`src/rtl/quick_attack_pkg.sv`:
```
// Shared definitions for the quick-attack sequencer: state encoding, default
// parameters and the Moore output decode used by the top level.
package quick_attack_pkg;

    localparam int QA_DRAW_TIMEOUT = 4095;
    localparam int QA_FRAME_W      = 11;

    typedef enum logic [2:0] {
        S_IDLE,
        S_DRAW,
        S_WAIT_FRAME,
        S_ERASE,
        S_MOVE,
        S_DONE
    } qa_state_t;

    typedef struct packed {
        logic enable_animate;
        logic enable_p_qa;
        logic enable_draw_pika;
        logic erase;
        logic plot;
        logic busy;
        logic attack_done;
    } qa_ctrl_t;

    function automatic qa_ctrl_t qa_decode(input qa_state_t state);
        qa_ctrl_t c;
        c = '0;
        case (state)
            S_DRAW:       begin c.enable_animate = 1'b1; c.enable_draw_pika = 1'b1; c.plot = 1'b1; end
            S_WAIT_FRAME: c.enable_animate = 1'b1;
            S_ERASE:      begin c.enable_animate = 1'b1; c.enable_draw_pika = 1'b1; c.plot = 1'b1;
                                c.erase = 1'b1; end
            S_MOVE:       begin c.enable_animate = 1'b1; c.enable_p_qa = 1'b1; end
            S_DONE:       c.attack_done = 1'b1;
            default:      c = '0;
        endcase
        c.busy = (state != S_IDLE);
        return c;
    endfunction

endpackage

```
`src/rtl/draw_watchdog.sv`:
```
// Cycle counter bounding a single sprite draw/erase pass; terminal is raised
// during the LIMIT-th counted cycle so the caller can abort on that edge.
module draw_watchdog #(
    parameter int LIMIT = 4095
) (
    input  logic clock,
    input  logic reset,
    input  logic clear,
    input  logic count_en,
    output logic terminal
);

    localparam int CW = $clog2(LIMIT + 1);
    localparam logic [CW-1:0] LAST = CW'(LIMIT - 1);

    logic [CW-1:0] count;

    // NOTE: sequential state uses non-blocking assignments so every register samples pre-edge values.
    always_ff @(posedge clock) begin
        if (reset || clear)
            count <= '0;
        else if (count_en && !terminal)
            count <= count + CW'(1);
    end

    assign terminal = count_en && (count == LAST);

endmodule

```
`src/rtl/quick_attack_sequencer.sv`:
```
// Moore sequencer for the quick-attack animation: draw, wait a frame, erase,
// step, repeat until the attack duration expires, guarded by a pass watchdog.
module quick_attack_sequencer
    import quick_attack_pkg::*;
#(
    parameter int DRAW_TIMEOUT = QA_DRAW_TIMEOUT,
    parameter int FRAME_W      = QA_FRAME_W
) (
    input  logic               clock,
    input  logic               reset,
    input  logic               start,
    input  logic               done_pikachu,
    input  logic               done_animate,
    input  logic               done_quick_attack,
    output logic               enable_animate,
    output logic               enable_p_qa,
    output logic               enable_draw_pika,
    output logic               erase,
    output logic               plot,
    output logic               busy,
    output logic               attack_done,
    output logic               timeout_err,
    output logic [FRAME_W-1:0] frame_count
);

    qa_state_t state, next_state;
    qa_ctrl_t  ctrl;
    logic      in_pass;
    logic      wd_terminal;
    logic      pass_timeout;

    assign in_pass      = (state == S_DRAW) || (state == S_ERASE);
    // A finishing pass wins over a coincident watchdog expiry.
    assign pass_timeout = in_pass && wd_terminal && !done_pikachu;

    draw_watchdog #(.LIMIT(DRAW_TIMEOUT)) u_watchdog (
        .clock    (clock),
        .reset    (reset),
        .clear    (next_state != state),
        .count_en (in_pass),
        .terminal (wd_terminal)
    );

    always_ff @(posedge clock) begin
        if (reset)
            state <= S_IDLE;
        else
            state <= next_state;
    end

    // NOTE: next_state gets a default before the case so no path leaves it unassigned (no latch).
    always_comb begin
        next_state = state;
        case (state)
            S_IDLE:       if (start) next_state = S_DRAW;
            S_DRAW:       if (done_pikachu) next_state = S_WAIT_FRAME;
                          else if (wd_terminal) next_state = S_IDLE;
            S_WAIT_FRAME: if (done_animate) next_state = done_quick_attack ? S_DONE : S_ERASE;
            S_ERASE:      if (done_pikachu) next_state = S_MOVE;
                          else if (wd_terminal) next_state = S_IDLE;
            S_MOVE:       next_state = S_DRAW;
            S_DONE:       next_state = S_IDLE;
            default:      next_state = S_IDLE;
        endcase
    end

    always_comb begin
        ctrl             = qa_decode(state);
        enable_animate   = ctrl.enable_animate;
        enable_p_qa      = ctrl.enable_p_qa;
        enable_draw_pika = ctrl.enable_draw_pika;
        erase            = ctrl.erase;
        plot             = ctrl.plot;
        busy             = ctrl.busy;
        attack_done      = ctrl.attack_done;
    end

    always_ff @(posedge clock) begin
        if (reset) begin
            frame_count <= '0;
            timeout_err <= 1'b0;
        end else if (state == S_IDLE && start) begin
            frame_count <= '0;
            timeout_err <= 1'b0;
        end else begin
            if (state == S_WAIT_FRAME && done_animate && frame_count != '1)
                frame_count <= frame_count + FRAME_W'(1);
            if (pass_timeout)
                timeout_err <= 1'b1;
        end
    end

endmodule

```
`config.mk`:
```
export PLATFORM = sky130hd
export DESIGN_NAME = quick_attack_sequencer
export DESIGN_NICKNAME = d
export VERILOG_FILES = /design/src/rtl/quick_attack_pkg.sv /design/src/rtl/draw_watchdog.sv /design/src/rtl/quick_attack_sequencer.sv
export SDC_FILE = /design/constraint.sdc
export NUM_CORES = 1
export LEC_CHECK = 0
export CAP_MARGIN = 20
export CORE_ASPECT_RATIO = 2
export CORE_UTILIZATION = 55
export DETAILED_ROUTE_END_ITERATION = 8
export GPL_ROUTABILITY_DRIVEN = 0
export GPL_TIMING_DRIVEN = 0
export PLACE_DENSITY_LB_ADDON = 0.2
export SYNTH_ARGS = -nofsm -noshare
export SYNTH_HDL_FRONTEND = slang
export SYNTH_HIERARCHICAL = 1
export SYNTH_SLANG_ARGS = --single-unit
```
`constraint.sdc`:
```
create_clock -name clock -period 6.3 [get_ports clock]
set_clock_uncertainty 0.15 [all_clocks]
set_input_delay 0.945 -clock clock [delete_from_list [all_inputs] [get_ports clock]]
set_output_delay 0.945 -clock clock [all_outputs]
set_load 0.05 [all_outputs]
```
# Word level (Yosys, flattened, before mapping)
# Cells that the tools add are included.
# word_totals
reg_bits	27
out_inout_bits	19
wordCells	42
# classes
addsub	2
n_eq_ne	8
muxes	12
n_reduce_logical	16
# ops
op	n
2-to-1 mux 3 bit	6
case mux 3 bit (5 select lines)	1
adder 12 x 1 -> 12 bit, second input constant	1
== test 12 bit, second input constant	1
adder 11 x 1 -> 11 bit, second input constant	1
inequality test 11 bit, second input constant	1
logical AND 1 bit	7
== test 3 x 2 -> 1 bit, second input constant	2
== test 3 bit, second input constant	2
2-to-1 mux 1 bit	5
OR reduction 2 bit	2
OR reduction 4 bit	1
== test 3 x 1 -> 1 bit, second input constant	1
logical NOT 3 bit	1
inequality test 3 bit	1
nonzero test 3 bit	1
logical NOT 1 bit	2
logical OR 1 bit	2

# Logic depth before layout (Yosys ltp)
# Gate-level depths: netlist of run 1.
# logic_depth
ltp_word	8
mapped_depth	12
ltp_nobuf	11

# By module
# The synthesis of run 1 kept the hierarchy.
# modules_own_cells
mod	n_inst	cells_each	area_each_um2	seq_area_each_um2
quick_attack_sequencer	1	99	818.3	300.3
draw_watchdog	1	73	651.9	240.2

# Worst setup path after synthesis of run 1
# OpenSTA, ideal clock, no wires.
# synth_timing
kind	reg-to-reg
from	register state[0]
to	register u_watchdog.count[2]
setup_ns	0.116
arrival_ns	2.967
setup_slack_ns	3.067
path_stages_with_launch	13
synth_period_minus_slack_ns	3.233
cell_sequence	dfxtp_1 > buf_6 > inv_1 > nor2_1 > inv_1 > nor4_1 > nor3_1 > a21oi_1 > or2_2 > or2_2 > dlymetal6s2s_1 > nor2_1 > a31o_2
# synth_between
elab_chain_cells	8
elab_cells_between_ends	17
# synth_lines
element	line	rtl
from (decl)	quick_attack_sequencer.sv:26	qa_state_t state, next_state;
from (signal assigned)	quick_attack_sequencer.sv:48	state <= next_state;
== test 3 x 1 -> 1 bit / == test 3 x 2 -> 1 bit (equally long branches)	quick_attack_sequencer.sv:32	assign in_pass = (state == S_DRAW) || (state == S_ERASE);
logical OR 1 bit *	quick_attack_sequencer.sv:32	
logical AND 1 bit *	draw_watchdog.sv:26	assign terminal = count_en && (count == LAST);
named net wd_terminal	quick_attack_sequencer.sv:29	logic wd_terminal;
2-to-1 mux 3 bit	quick_attack_sequencer.sv:57, quick_attack_sequencer.sv:60	
2-to-1 mux 3 bit (on tied branches)	quick_attack_sequencer.sv:59, quick_attack_sequencer.sv:56	
case mux 3 bit (5 select lines)	quick_attack_sequencer.sv:54	case (state)
inequality test 3 bit	quick_attack_sequencer.sv:39	.clear (next_state != state),
logical OR 1 bit	draw_watchdog.sv:20	if (reset || clear)
to (signal assigned)	draw_watchdog.sv:23	count <= count + CW'(1);
to (decl)	draw_watchdog.sv:16	logic [CW-1:0] count;
# The timed path passes the listed nets; every way through them passes the cells marked *.
# A chain may end at the register's enable or synchronous reset.

# Worst setup path after layout of run 1
# layout_timing
from	register state[0]
to	output port erase
# layout_between
elab_chain_cells	2
# layout_lines
element	line	rtl
== test 3 x 2 -> 1 bit	quick_attack_pkg.sv:30	case (state)
2-to-1 mux 1 bit	quick_attack_pkg.sv:30	
to (decl)	quick_attack_sequencer.sv:18	output logic erase,
# No other way between the ends.

==> results of run 1 <==
flip-flops by register name, indices dropped and copies added (netlist names):
| register | count |
|---|---|
| u_watchdog/count | 12 |
| state | 3 |
| frame_count | 11 |
| timeout_err | 1 |
critical path: stages, from the launching register on:
cell             delay, ns
dfxtp_1               0.33
buf_6                 0.13
inv_1                 0.08
nor2_1                0.55
and2_1                0.22
clkdlybuf4s50_1       0.79
Yosys cell counts (2+ instances only):
library cell / count
a21oi_1: 14
a31oi_1: 4
and2_1: 2
and3_1: 2
and4_4: 2
buf_4: 2
buf_6: 2
dfxtp_1: 27
ha_1: 3
inv_1: 6
nand2_1: 12
nand3_1: 9
nand4_1: 7
nor2_1: 19
nor3_1: 3
nor4_1: 2
nor4b_1: 2
o211ai_1: 3
o21ai_0: 8
o21bai_1: 2
o41ai_1: 2
or2_2: 3
or3_1: 7
or3_2: 2
or4_1: 3
xnor2_1: 4
how the worst max path moves through the flow:
stage,from,depth (start not counted),end
2_1_floorplan,state[0],12,u_watchdog/count[2]
4_1_cts,state[0],5,erase
6_report,state[0],5,erase
5_1_grt,state[0],5,erase
3_5_place_dp,done_pikachu,8,u_watchdog/count[6]
3_3_place_gp,done_pikachu,7,u_watchdog/count[3]
where the power goes:
part	internal (uW)	leakage, uW	switching (uW)	total [uW]
Combinational	23.2	0.000376	37.6	60.8
Clock	44.9	0.0000217	53.4	98.3
Sequential	173	0.000218	1.82	174
through the flow:
step / hold WS [ns] / std cells / util, % / power (uW) / worst slack (ns)
2_1_floorplan: 0.3173 / 172 / - / 220.7 / 3.067
3_3_place_gp: 0.3166 / 224 / 68.79 / 237.5 / 3.106
3_5_place_dp: 0.3330 / 224 / 68.79 / 239.0 / 3.065
4_1_cts: 0.3558 / 228 / 70.71 / 337.2 / 2.812
5_1_grt: 0.3710 / 228 / 70.71 / 349.1 / 2.694
6_report: 0.3515 / 228 / 70.71 / 333.5 / 2.829
cells by family after synthesis:
group / Yosys count
and+or+nand+nor: 78
xor gates and xnor gates: 5
DFF: 27
muxes: 1
adders and majority gates: 3
AOI/OAI and AO/OA: 45
buffers and inverters: 13
per-layer routing:
layer | vias up | share of wire (%)
met5 | - | 0
met4 | 0 | 2.8
met3 | 10 | 2.1
met2 | 29 | 61
met1 | 699 | 34
li1 | 701 | -
cell type report:
| cell class | count | share of cell area (%) |
|---|---|---|
| clock inverters | 1 | 0.4184 |
| clock buffers | 3 | 2.301 |
| plain buffers | 7 | 3.278 |
| repair buffers | 24 | 13.39 |
| inverters | 6 | 1.255 |
| multi-input cells | 132 | 47.28 |
| well taps | 28 | 1.953 |
| flip-flops and latches | 27 | 30.13 |
==> reports/qor.yml, run 1 <==
sta:
  finalCritPeriodShare_pct: 55.09
  tns_ns: 0
  rsz0062_at_grt: "no"
  fin_crit_ns: 3.471
  timing.final.hold_violations: 0
  tightest_slew_ns: 0.7013
  setup_viol: 0
  relSlewSlack_pct: 52.65
  drv_slew: 0
  fmax_ghz: 0.2881
clock_tree:
  cts_tree: "done"
  root_buffer: "clkbuf_8"
  cts_buffers: 3
  clkTransAtPathRegs_ns: 0.09
  htreeDepth: 1
  cts_setup_buffers: 0
  ctsResizeCount: 0
  cts_sinks: 27
  insertion_delay_ns: 0.27
  clk_path_buf_depth: 2
  holdBufCountCts: 0
setup_path:
  cp.arrival_ns: 2.38
  start_kind: "flip-flop"
  cp_max_fo: 10
  end_kind: "primary output"
  reg2reg_from: "state[0]"
  critPathKind: "reg -> out"
  rr_worst_depth: 12
  critPathRequiredTime_ns: 5.20
  r2r_slack_ns: 3.14
  r2r-end: "u_watchdog/count[2]"
final_layout:
  antennaDiodeCount: 0
  multi_input_area_sq_um: 848.3
  area_delta_synth_final_pct: 22.04
  fillers: 211
  mostFrequentLayoutCells: "27 x dfxtp_1, 24 x clkdlybuf4s50_1, 19 x nor2_1"
  drive_above_1_share_pct: 11.50
  regArea_sq_um: 540.5
  layout_commonest_cell: "dfxtp_1"
  final_cell_area_sq_um: 1794
  nNetsFinal: 210
drt:
  routed_via_density: 6.311
  routed_wl_microns: 3440
  drc: 0
  ant_nets: 0
  dr.pass1.iters: 4
  wl_per_cell_microns: 15.09
  num_vias: 1439
  drtIter0Drc: 26
floorplan:
  dieHeight_microns: 75.12
  die-area_sq_um: 2896
  dieWidth_microns: 38.56
  core_sq_um: 2537
  rows: 26
  initial_core_util_pct: 57.94
  top_level_ports: 25
logic_synthesis:
  syn_avg_cell_area_sq_um: 8.547
  synth.area.top_cells: "dfxtp_1 37%, nor2_1 4.9%, a21oi_1 4.8%"
  synth_top_area_share_pct: 36.77
  synth_top_cell_by_area: "dfxtp_1"
  synth_area_sq_um: 1470
  synth-simple-area-share_pct: 29.70
  syn_nets: 181
  seq_area_frac_synth_pct: 36.77
  synth_top_family_by_area: "simple AND/OR/NAND/NOR gates"
  ys_async_sr_fraction_pct: 0
  synth_fa_ha_area_share_pct: 2.553
  synth_mux_area_share_pct: 0.6809
  ys_warn_count: 6
  synth-seq-cells: 27
  synth-compound-area-share_pct: 21.79
  synth.distinct_cells: 46
  synth_edf_count: 0
  synth_flop_cell: "dfxtp_1"
  synth_xor_xnor_area_share_pct: 2.979
  syn_inst: 172
worst_hold_path:
  holdCritStartpoint: "timeout_err"
  hold_path_class: "reg -> reg"
  hold_depth: 2
  min_to: "timeout_err"
power_and_ir_drop:
  p_per_area_nw_per_um2: 185.9
  max-vdd-ir-drop_v: 0.0001759
  leakage_uw: 0.0006155
place:
  hpwl_microns: 2706
  io_buffers: 24
  dpl_cell_area_sq_um: 1745
grt:
  antenna_found_initial: 0
  grtUsageTotal_pct: 27.58
  use_met2_pct: 52.78
  grt_max_degree: 17
  grt_pass1_vias: 1364
  grt_pass1_wl_microns: 5837
  grt_overflow: 0
  use_met1_pct: 27.14
  grt_busiest_layer: "met2"
  use_met3_pct: 2.950
outcome:
  status: "complete, no violations"
run:
  drv_cap: 0
No activity file was read; power rests on OpenSTA's default activity.
==> inputs of run 2 (changes only) <==
--- a/config.mk
+++ b/config.mk
@@ -7,7 +7,7 @@
 export LEC_CHECK = 0
 export CAP_MARGIN = 20
 export CORE_ASPECT_RATIO = 2
-export CORE_UTILIZATION = 55
+export CORE_UTILIZATION = 52
 export DETAILED_ROUTE_END_ITERATION = 8
 export GPL_ROUTABILITY_DRIVEN = 0
 export GPL_TIMING_DRIVEN = 0
==> constraint.sdc (replaced) <==
create_clock -name clock -period 3.5 [get_ports clock]
set_clock_uncertainty 0.15 [all_clocks]
set_input_delay 0.525 -clock clock [delete_from_list [all_inputs] [get_ports clock]]
set_output_delay 0.525 -clock clock [all_outputs]
set_load 0.05 [all_outputs]
==> run 2 against run 1 <==
  * Via count fell by 1.3%
  * Highest routed layer unchanged
  * Worst setup slack got worse by 2.5 ns
  * Combinational power rose by 78%
==> reports/qor.yml, run 2 (synthesis gave the netlist of run 1 again) <==
worst_hold_path:
  hold_depth: 1  # -1
  holdCritStartpoint: "frame_count[8]"
  hold_path_class: "reg -> reg"
drt:
  ant_nets: 0  # unchanged
  route.met2.wl_microns: 2057  # -1.8%
  dr_wl_met3_microns: 91  # +28%
  num_vias: 1421  # -1.3%
  drc: 0  # unchanged
  routed_wl_microns: 3361  # -2.3%
  drtIter0Drc: 31  # +19%
  wl_per_cell_microns: 14.68  # -2.7%
  wl_met1_microns: 1182  # +0.34%
  dr.pass1.iters: 4  # unchanged
  routed_via_density: 6.205  # -1.7%
  top_layer_used: "met4"
setup_path:
  critPathKind: "reg -> reg"
  critPathBufInv: 4  # +1
  end_kind: "flip-flop"
  start_kind: "flip-flop"
  cp_max_fo: 10  # unchanged
  cpMaxStageDelayCell: "nor2_1"
  reg2reg_from: "state[0]"
  critPathRequiredTime_ns: 3.51  # -1.69 ns
  path_cells: "buf_6, inv_1, nor2_1, inv_1, nor4_1, nor3_1, a21oi_1, or2_2, or2_2, dlymetal6s2s_1, nor2_1, a41o_1"
  critPathMaxStageDelay_ns: 0.55  # -0.24 ns
  crit_cells: 12  # +7
  rr_worst_depth: 12  # unchanged
  cp_top_family: "simple AND/OR/NAND/NOR gates"
  critical_path.startpoint: "state[0]"
  cp.arrival_ns: 3.20  # +0.82 ns
floorplan:
  die-area_sq_um: 3057  # +5.5%
  initial_core_util_pct: 54.40  # -3.5 points
  dieHeight_microns: 77.20  # +2.8%
  top_level_ports: 25  # unchanged
  rows: 27  # +3.8%
  dieWidth_microns: 39.60  # +2.7%
  core_sq_um: 2703  # +6.5%
final_layout:
  area_delta_synth_final_pct: 21.87
  final_cell_area_sq_um: 1792  # -0.14%
  stdcell_count: 229  # +0.44%
  drive_above_1_share_pct: 11.00  # -0.50 points
  regMostFlops: "u_watchdog/count"
  fillers: 240  # +14%
  layout_commonest_cell: "dfxtp_1"
  antennaDiodeCount: 0  # unchanged
  mostFrequentLayoutCells: "27 x dfxtp_1, 24 x clkdlybuf4s50_1, 19 x nor2_1"
  reg_top3: "u_watchdog/count: 12 flops, frame_count: 11 flops, state: 3 flops"
  largest_reg_flops: 12  # unchanged
  nNetsFinal: 210  # unchanged
sta:
  tightest_slew_ns: 0.6957  # -0.005598 ns
  fmax_ghz: 0.3136
  drv_slew: 0  # unchanged
  setup_ws_ns: 0.3109  # -2.518 ns
  rsz0062_at_grt: "no"
  tns_ns: 0  # unchanged
  timing.final.hold_violations: 0  # unchanged
  fin_crit_ns: 3.189
  setup_viol: 0  # unchanged
  relSlewSlack_pct: 53.45  # +0.80 points
  finalCritPeriodShare_pct: 91.12
power_and_ir_drop:
  internal_power_uw: 433.7  # +80%
  leakage_uw: 0.0006165  # +0.17%
  p_comb_share_pct: 18.2  # about the same
  p_per_area_nw_per_um2: 332.0  # +79%
  power_switching_uw: 161.2  # +74%
  seqPwrFrac_pct: 52.8  # +0.5 points
  switching_share_pct: 27.09  # -0.74 points
  max-vdd-ir-drop_v: 0.0003142  # +79%
  p_clk_share_pct: 29.0  # -0.5 points
place:
  hpwl_microns: 2657  # -1.8%
  dp_cells: 225  # +0.45%
  dpl_worst_slack_ns: 0.3426  # -2.722 ns
  io_buffers: 24  # unchanged
  dpl_cell_area_sq_um: 1747  # about the same
clock_tree:
  clk_path_buf_depth: 2  # unchanged
  ctsResizeCount: 0  # unchanged
  cts_sinks: 27  # unchanged
  cts_tree: "done"
  htreeDepth: 1  # unchanged
  clkTransAtPathRegs_ns: 0.09  # about the same
  insertion_delay_ns: 0.26  # about the same
  cts_setup_buffers: 0  # unchanged
  holdBufCountCts: 0  # unchanged
  root_buffer: "clkbuf_8"
  cts_buffers: 3  # unchanged
outcome:
  status: "complete, no violations"
grt:
  antenna_found_initial: 0  # unchanged
  grt_pass1_wl_microns: 5678  # -2.7%
  grtUsageTotal_pct: 24.84  # -2.7 points
  grt_max_degree: 15  # -2
  grt_overflow: 0  # unchanged
  grt_pass1_vias: 1386  # +1.6%
run:
  drv_cap: 0  # unchanged
run 2: power groups by stage:
| stage | sequential [uW] | clock, uW | combinational (uW) |
|---|---|---|---|
| 4_1_cts | 314 | 176 | 109 |
| 2_1_floorplan | 322 | 0 | 75.7 |
| 3_5_place_dp | 321 | 0 | 108 |
| 5_1_grt | 315 | 188 | 116 |
| 6_report | 314 | 172 | 108 |
| 3_3_place_gp | 321 | 0 | 106 |
run 2: area by class of cell:
class | instances | area (sq um) | area share, %
clock buffer | 4 | 45.04 | 2.514
buffer | 7 | 58.81 | 3.282
inverter | 6 | 22.52 | 1.257
timing repair buffer | 24 | 240.2 | 13.41
tap | 29 | 36.28 | 2.025
sequential | 27 | 540.5 | 30.17
multi-input combinational | 132 | 848.3 | 47.35
run 2: worst register-to-register path, delay by kind of cell, from the launching register on:
kind	cells	cell delay, ns
simple gates	6	1.50
compound gates	2	0.40
flops	1	0.34
buf+inv	4	0.69
run 2: path summary, 6_finish.rpt:
check                                            to  slack, ns
worst min-delay path                 frame_count[8]       0.36
worst max-delay path            u_watchdog/count[6]       0.31
worst min register to register       frame_count[8]       0.36
worst max register to register  u_watchdog/count[6]       0.31
run 2: stage by stage:
stage / hold slack [ns] / power, uW / util (%)
CTS: 0.3571 / 599.1 / 66.30
global route: 0.3791 / 619.6 / 66.30
global placement: 0.3120 / 427.5 / 64.63
floorplan: 0.3173 / 397.3 / -
detailed placement: 0.3448 / 429.6 / 64.63
finish: 0.3598 / 594.9 / 66.30
run 2: routing by layer:
metal | global-route usage, % | vias to the layer above
met2 | 47.21 | 37
met4 | 9.655 | 0
met3 | 2.023 | 2
met5 | 0 | -
li1 | - | 703
met1 | 24.36 | 679
